--- config.mk ---
export PLATFORM = sky130hd
export DESIGN_NAME = wallace_divider
export DESIGN_NICKNAME = d
export VERILOG_FILES = /design/src/rtl/wallace_divider.sv
export SDC_FILE = /design/constraint.sdc
export NUM_CORES = 1
export LEC_CHECK = 0
export CORE_ASPECT_RATIO = 0.5
export CORE_UTILIZATION = 35
export DETAILED_ROUTE_END_ITERATION = 6
export HOLD_SLACK_MARGIN = 0.02
export PLACE_DENSITY = 0.59
export SYNTH_ARGS = -nofsm -noshare
export SYNTH_HDL_FRONTEND = slang
export SYNTH_SLANG_ARGS = --single-unit
--- constraint.sdc ---
create_clock -name clk -period 4.25 [get_ports clk]
set_input_delay 0.85 -clock clk [delete_from_list [all_inputs] [get_ports clk]]
set_output_delay 0.85 -clock clk [all_outputs]
set_load 0.005 [all_outputs]
--- src/rtl/wallace_divider.sv ---
// wallace_divider: sequential restoring divider, one quotient bit per clock.
// Divides a 2*DW-bit unsigned dividend by a DW-bit unsigned divisor and
// returns a DW-bit quotient and remainder. It is the inverse of the wallace
// multiplier, so a*b / b == a round-trips.
//
// Ports
//   clk          rising-edge clock
//   rst          synchronous reset, active-high
//   in_valid     dividend/divisor valid
//   in_ready     divider idle, can accept a new operation
//   dividend     2*DW-bit unsigned numerator
//   divisor      DW-bit unsigned denominator
//   out_valid    result valid; held until out_ready
//   out_ready    consumer accepts result
//   quotient     DW-bit unsigned quotient
//   remainder    DW-bit unsigned remainder
//   div_by_zero  divisor was zero (qualified by out_valid)
//   overflow     quotient does not fit in DW bits (qualified by out_valid)
module wallace_divider #(
  parameter int unsigned DW = 32
) (
  input  logic            clk,
  input  logic            rst,
  input  logic            in_valid,
  output logic            in_ready,
  input  logic [2*DW-1:0] dividend,
  input  logic [DW-1:0]   divisor,
  output logic            out_valid,
  input  logic            out_ready,
  output logic [DW-1:0]   quotient,
  output logic [DW-1:0]   remainder,
  output logic            div_by_zero,
  output logic            overflow
);

  localparam int unsigned CW = (DW > 1) ? $clog2(DW) : 1;

  typedef enum logic [1:0] {
    IDLE = 2'd0,
    RUN  = 2'd1,
    DONE = 2'd2
  } state_t;

  state_t          state_q;
  logic            in_ready_q;
  logic            out_valid_q;
  logic [DW-1:0]   quotient_q;
  logic [DW-1:0]   remainder_q;
  logic            div_by_zero_q;
  logic            overflow_q;

  // Partial remainder, quotient/dividend shift register, latched divisor.
  logic [DW-1:0]   prem_q;
  logic [DW-1:0]   shq_q;
  logic [DW-1:0]   dsr_q;
  logic [CW-1:0]   cnt_q;

  logic [DW:0]     trial;
  logic            no_borrow;
  logic [DW-1:0]   sub;
  logic [DW-1:0]   prem_d;
  logic [DW-1:0]   shq_d;

  // One restoring step. The partial remainder is always below the divisor,
  // so the trial value fits DW+1 bits and the difference, when taken, fits DW.
  always_comb begin
    trial     = {prem_q, shq_q[DW-1]};
    no_borrow = (trial >= {1'b0, dsr_q});
    sub       = trial[DW-1:0] - dsr_q;
    prem_d    = no_borrow ? sub : trial[DW-1:0];
    shq_d     = {shq_q[DW-2:0], no_borrow};
  end

  // Control FSM and datapath registers.
  always_ff @(posedge clk) begin
    if (rst) begin
      state_q       <= IDLE;
      in_ready_q    <= 1'b1;
      out_valid_q   <= 1'b0;
      quotient_q    <= '0;
      remainder_q   <= '0;
      div_by_zero_q <= 1'b0;
      overflow_q    <= 1'b0;
      prem_q        <= '0;
      shq_q         <= '0;
      dsr_q         <= '0;
      cnt_q         <= '0;
    end else begin
      case (state_q)
        IDLE: begin
          if (in_valid) begin
            dsr_q      <= divisor;
            in_ready_q <= 1'b0;
            if (divisor == '0) begin
              state_q       <= DONE;
              out_valid_q   <= 1'b1;
              div_by_zero_q <= 1'b1;
              overflow_q    <= 1'b0;
              quotient_q    <= '1;
              remainder_q   <= dividend[DW-1:0];
            end else if (dividend[2*DW-1:DW] >= divisor) begin
              // Upper half already >= divisor: quotient needs more than DW bits.
              state_q       <= DONE;
              out_valid_q   <= 1'b1;
              div_by_zero_q <= 1'b0;
              overflow_q    <= 1'b1;
              quotient_q    <= '1;
              remainder_q   <= '0;
            end else begin
              state_q <= RUN;
              prem_q  <= dividend[2*DW-1:DW];
              shq_q   <= dividend[DW-1:0];
              cnt_q   <= '0;
            end
          end
        end
        RUN: begin
          prem_q <= prem_d;
          shq_q  <= shq_d;
          cnt_q  <= cnt_q + CW'(1);
          if (cnt_q == CW'(DW - 1)) begin
            state_q       <= DONE;
            out_valid_q   <= 1'b1;
            quotient_q    <= shq_d;
            remainder_q   <= prem_d;
            div_by_zero_q <= 1'b0;
            overflow_q    <= 1'b0;
          end
        end
        DONE: begin
          // Result registers hold after the handshake; only valid drops.
          if (out_ready) begin
            state_q     <= IDLE;
            out_valid_q <= 1'b0;
            in_ready_q  <= 1'b1;
          end
        end
        default: begin
          state_q     <= IDLE;
          in_ready_q  <= 1'b1;
          out_valid_q <= 1'b0;
        end
      endcase
    end
  end

  assign in_ready    = in_ready_q;
  assign out_valid   = out_valid_q;
  assign quotient    = quotient_q;
  assign remainder   = remainder_q;
  assign div_by_zero = div_by_zero_q;
  assign overflow    = overflow_q;

endmodule

* Word-level counts from Yosys, hierarchy flattened
Index checks and enable logic that the tools add are counted.
** Word-level totals
- Input bits :: 100
- Output and inout bits :: 68
- Word-level logic and storage cells :: 80
- Flip-flop bits (word level) :: 171
** Cells by class
- Order comparisons :: 2
- Add/sub/neg operators :: 2
- Reduce and logical (&&, ||, !) cells :: 9
- Eq/ne operators :: 9
- Bitwise gates (word level) :: 1
- Mux-type cells :: 46
** Operators by type and width (number)
- two-way mux 32 bit :: 15
- case mux 32 bit (2 select lines) :: 4
- greater-or-equal comparator 33 x 32 -> 1 bit :: 1
- greater-or-equal comparator 32 bit :: 1
- zero test 32 bit :: 1
- subtractor 32 bit :: 1
- two-way mux 5 bit :: 3
- two-way mux 1 bit :: 13
- AND reduction 4 bit :: 3
- two-way mux 2 bit :: 5
- inequality test 2 bit (second input constant) :: 5
- case mux 5 bit (2 select lines) :: 1
- case mux 1 bit (3 select lines) :: 2
- case mux 2 bit (3 select lines) :: 1
- AND reduction 3 bit :: 2
- adder 5 x 1 -> 5 bit (second input constant) :: 1
- == test 5 bit (second input constant) :: 1
- case mux 1 bit (2 select lines) :: 2
- inequality test 3 bit (second input constant) :: 1
- == test 2 x 1 -> 1 bit (second input constant) :: 1
- == test 2 bit (second input constant) :: 1
- zero test 2 bit :: 1
- AND reduction 2 bit :: 1
- nonzero test 2 bit :: 1
- NOT 1 bit :: 1

* Depth between registers and ports, before layout
Gate-level depths: netlist of run 1.
- Depth after elaboration :: 5
- Mapped depth :: 14
- Mapped depth without buffers :: 12

* Worst setup path after synthesis of run 1
No wires, ideal clock.
- Path type :: input -> register
- From :: input port divisor[25]
- To :: register prem_q[27]
- Stages :: 12
- Data arrival time :: 3.098 ns
- Required time :: 4.149 ns
- Path buffers :: 2
- Library setup time :: 0.101 ns
- Setup slack :: 1.051 ns
- Cell sequence :: inv_1 ha_1 a21o_1 a21o_1 a21o_1 a2111oi_2 nand2_1 a31o_2 a21o_1 buf_2 buf_2 o41ai_1
** On the way
- Longest elaborated chain between the ends :: 3
- Elaborated cells on any way between the ends :: 5
- Those cells by class :: order compare: 1; eq/ne: 2; reduce/logical: 2
** RTL lines
- start: declaration :: RTL line 27 : input logic [DW-1:0] divisor,
- greater-or-equal comparator 32 bit / zero test 32 bit (equally long branches) :: RTL line 101, 94
- inequality test 2 bit (no line)
- AND reduction 4 bit (no line) (*)
- end signal: assignment :: RTL line 111 : prem_q <= dividend[2*DW-1:DW];
- end signal: assignment :: RTL line 118 : prem_q <= prem_d;
- end: declaration :: RTL line 53 : logic [DW-1:0] prem_q;
Mark *: on every way between the ends. The rest lies on a longest branch, timed or not.
A chain may end at the register's enable or synchronous reset.

* Worst setup path after layout of run 1
- From :: register dsr_q[1]
- To :: register remainder_q[18] (netlist: remainder[18])
** On the way
- Longest elaborated chain between the ends :: 4
- Elaborated cells on any way between the ends :: 5
- Those cells by class :: add/sub: 1; order compare: 1; mux: 3
** RTL lines
- start: declaration :: RTL line 55 : logic [DW-1:0] dsr_q;
- start signal: assignment :: RTL line 92 : dsr_q <= divisor;
- subtractor 32 bit / greater-or-equal comparator 33 x 32 -> 1 bit (equally long branches) :: RTL line 69, 68
- two-way mux 32 bit (*) :: RTL line 70 : prem_d = no_borrow ? sub : trial[DW-1:0];
- two-way mux 32 bit (*) :: RTL line 121 : if (cnt_q == CW'(DW - 1)) begin
- case mux 32 bit (2 select lines) (*) :: RTL line 89 : case (state_q)
- end signal: assignment :: RTL line 100 : remainder_q <= dividend[DW-1:0];
- end signal: assignment :: RTL line 125 : remainder_q <= prem_d;
- end: declaration :: RTL line 48 : logic [DW-1:0] remainder_q;
Mark *: on every way between the ends. The rest lies on a longest branch, timed or not. The select of a mux whose other input is x is not followed.

==> qor.txt, run 1 <==
Vias - 10444
Post-route cell area - 13100 sq um
Worst-Margin Slew - 1.06 ns
Met2 WL - 15700 um
Register area share after synthesis - 33.1%
Worst min path class - reg2reg
Hold depth - 2
Worst Skew - 0.0103 ns
Final setup violation count - 0
P per Cell Area - 454 nW/um^2
Clock sinks - 171
Via density per instance - 5.50
FF-to-FF setup slack - 0.49 ns
Initial DRC count - 985
Maximum VDD drop - 0.290 mV
Total Power - 5.96 mW
Initial antenna violation count - 1
Slew headroom - 29.4%
First-pass GRT wire length - 54300 um
Critical path data required time - 4.55 ns
Main synth FF type - dfxtp_1
Synthesis-stage register bit count - 171
Number of flops mapped to enable cells by yosys - 0
Die H - 124 um
Failing checks - design-rule violations
Pre-CTS setup slack - -0.0995 ns
Crit path max fanout - 11
Hold path endpoint - dsr_q[27]
Chip width - 245 um
Post-route setup slack - 0.489 ns
Most common cell after layout, fill and taps aside - nand2_1
Fmax - 266 MHz
R2R cell count - 12
Synthesized area - 10300 sq um
Gpl congestion - 0.927
Async set or reset register ratio after synthesis - 0%
Drt total wl - 35500 um
Max-cap violations - 0
Crit path launch type - flop
Largest net degree at the start of global routing - 91
Number of hold buffers added after CTS - 0
Antenna Nets Post-Route - 0
Setup crit end kind - flop
Routed length on met1 - 17300 um
Core area - 29000 sq um
Mapped Nets - 1536
Grt total ovfl - 0
Critical hold path startpoint - dsr_q[27]
Metal3 WL - 1980 um
Gr usage total - 23.2%
Avg Inst Size Synth - 7.56 sq um
Share of cells above drive strength 1 - 7.49%
Post-DP Area - 12600 sq um
Crit Path Category - reg2reg
Fin. max-slew vios - 0
CP arrival - 4.06 ns
Reg2reg end - remainder[18]
Status - complete, but fails checks
Drt pass-1 iters - 7
Total die area - 30300 sq um
Ys Warns - 0
Clk root buf - clkbuf_16
Area grow syn2layout - 27.0%
CTS tree - built
Static leakage - 5.19 nW
Period utilisation layout - 88.5%
Final #Nets - 1662
Number of I/O port buffers - 167
Max clock buf depth - 2
Cells after synthesis - 1369
Top Metal Used - met4
Worst r2r src - dsr_q[1]
H-Tree Level Count - 4
CTS clk-pin slew, worst paths - 0.07 ns
Final design utilization - 45.3%
Drt wl/cell - 18.7 um
CP startpoint - dsr_q[1]
Commonest cells after routing, fill and taps aside - 195 x nand2_1, 171 x dfxtp_1, 166 x clkdlybuf4s50_1, 134 x nor2_1, 108 x a21oi_1
DP HPWL - 26800 um
Final Hold Fails - 0
Num rows - 44
Number of global-route vias before repair - 9762
RSZ-0062 raised after global routing - false
Final Critical Period - 3.76 ns
Initial Util - 35.7%
Yosys cell types - 68
I/O pin count - 168
Clk_lat worst skew - 0.45 ns
Number of CTS-inserted buffers - 17
Residual DRC - 2
Worst Hold Slack - 0.455 ns
[timing repair]
| item | in CTS | in global routing |
|---|---|---|
| endpoints found under the setup margin | 0 | 1 |
| resized for setup | 0 | 1 |
| buffers inserted | 0 | 0 |
[final cells by class]
| class | count | area [sq um] |
|---|---|---|
| Fill cell | 2883 | 15900 |
| Antenna cell | 1 | 2.50 |
| Clock inverter | 13 | 111 |
| Inverter | 75 | 282 |
| Tap cell | 391 | 489 |
| Sequential cell | 171 | 3420 |
| Multi-Input combinational cell | 1022 | 6260 |
| Timing Repair Buffer | 208 | 2140 |
| Clock buffer | 19 | 433 |
[how the worst max path moves through the flow]
stage	endpoint	slack [ns]	cells past startpoint
final	remainder[18]	0.49	12
after global routing	cnt_q[4]	0.27	13
after CTS	shq_q[5]	0.35	14
after detailed placement	shq_q[5]	-0.1	14
after global placement	prem_q[22]	-0.08	12
after floorplan	prem_q[27]	1.05	12
[worst max-delay path: stages (launching register included)]
cell	delay [ns]
dfxtp_1	0.40
inv_1	0.07
ha_1	0.35
nor2b_1	0.19
o2111ai_1	0.21
a21oi_1	0.41
o211ai_2	0.19
a311oi_4	0.44
o211ai_4	0.24
buf_4	0.27
and3_1	0.20
o21ai_1	0.48
a311oi_1	0.18
[state kept, by name (all words and copies together) (netlist names)]
name         flops
overflow         1
cnt_q            5
state_q          2
quotient        32
out_valid        1
dsr_q           32
prem_q          32
in_ready         1
shq_q           32
div_by_zero      1
remainder       32
[cells in the mapped netlist (4+ instances only)]
cell type,n,area share [%]
a211oi_1,11,0.80
a21boi_1,4,0.29
a21o_1,24,1.7
a21oi_1,108,5.2
a21oi_2,18,1.5
a311oi_1,61,5.2
a31oi_1,16,0.97
and3_1,27,1.6
buf_2,21,1.0
clkbuf_1,74,2.7
dfxtp_1,171,33
ha_1,66,8.0
inv_1,75,2.7
mux2i_1,6,0.58
nand2_1,195,7.1
nand2b_1,26,1.6
nand3_1,43,2.1
nand3b_1,7,0.51
nand4_1,11,0.67
nor2_1,136,4.9
nor2b_1,8,0.48
nor3_1,77,3.7
nor4_1,13,0.79
o211ai_1,4,0.29
o21a_1,4,0.29
o21ai_0,23,1.1
o21ai_1,27,1.3
o21bai_1,7,0.51
o311ai_1,19,1.6
or3_1,6,0.36
xnor2_1,16,1.4
xor2_1,8,0.68
[power by group]
part           leakage [nW]  switching, mW  internal (mW)
Clock                 0.270          0.728          0.765
Sequential             1.41          0.133           1.78
Combinational          3.51           1.52           1.03
[per-stage QoR]
step,instances,TNS (ns)
6_report,1900,0
5_1_grt,1900,0
4_1_cts,1899,0
3_5_place_dp,1867,-2.58
3_3_place_gp,1867,-1.76
2_1_floorplan,1369,0
[logic make-up (layout without fill, tap and decap cells)]
| family | count (synthesis) | after routing | share of synthesized area (%) |
|---|---|---|---|
| AO/OA/AOI/OAI | 362 | 362 | 24.4 |
| XOR/XNOR | 24 | 24 | 2.03 |
| flip-flops | 171 | 171 | 33.1 |
| AND/OR/NAND/NOR | 563 | 563 | 24.8 |
| buffers and inverters | 176 | 315 | 6.89 |
| adder cells (fa/ha/maj) | 67 | 67 | 8.17 |
| other | 0 | 1 | 0 |
| multiplexers | 6 | 6 | 0.580 |
[per-layer routing]
metal  up-vias  global-route usage (%)
met4         0                    6.80
met5         -                       0
li1       5143                       -
met2       274                    36.5
met3        39                    4.29
met1      4988                    32.4
No activity file was read; power rests on OpenSTA's default activity.
==> run 2, diff against run 1 <==
- HOLD_SLACK_MARGIN: 0.02 -> 0.1
==> results of run 2 <==
Same layout as run 1: the final DEF is identical, and so are final timing and power.
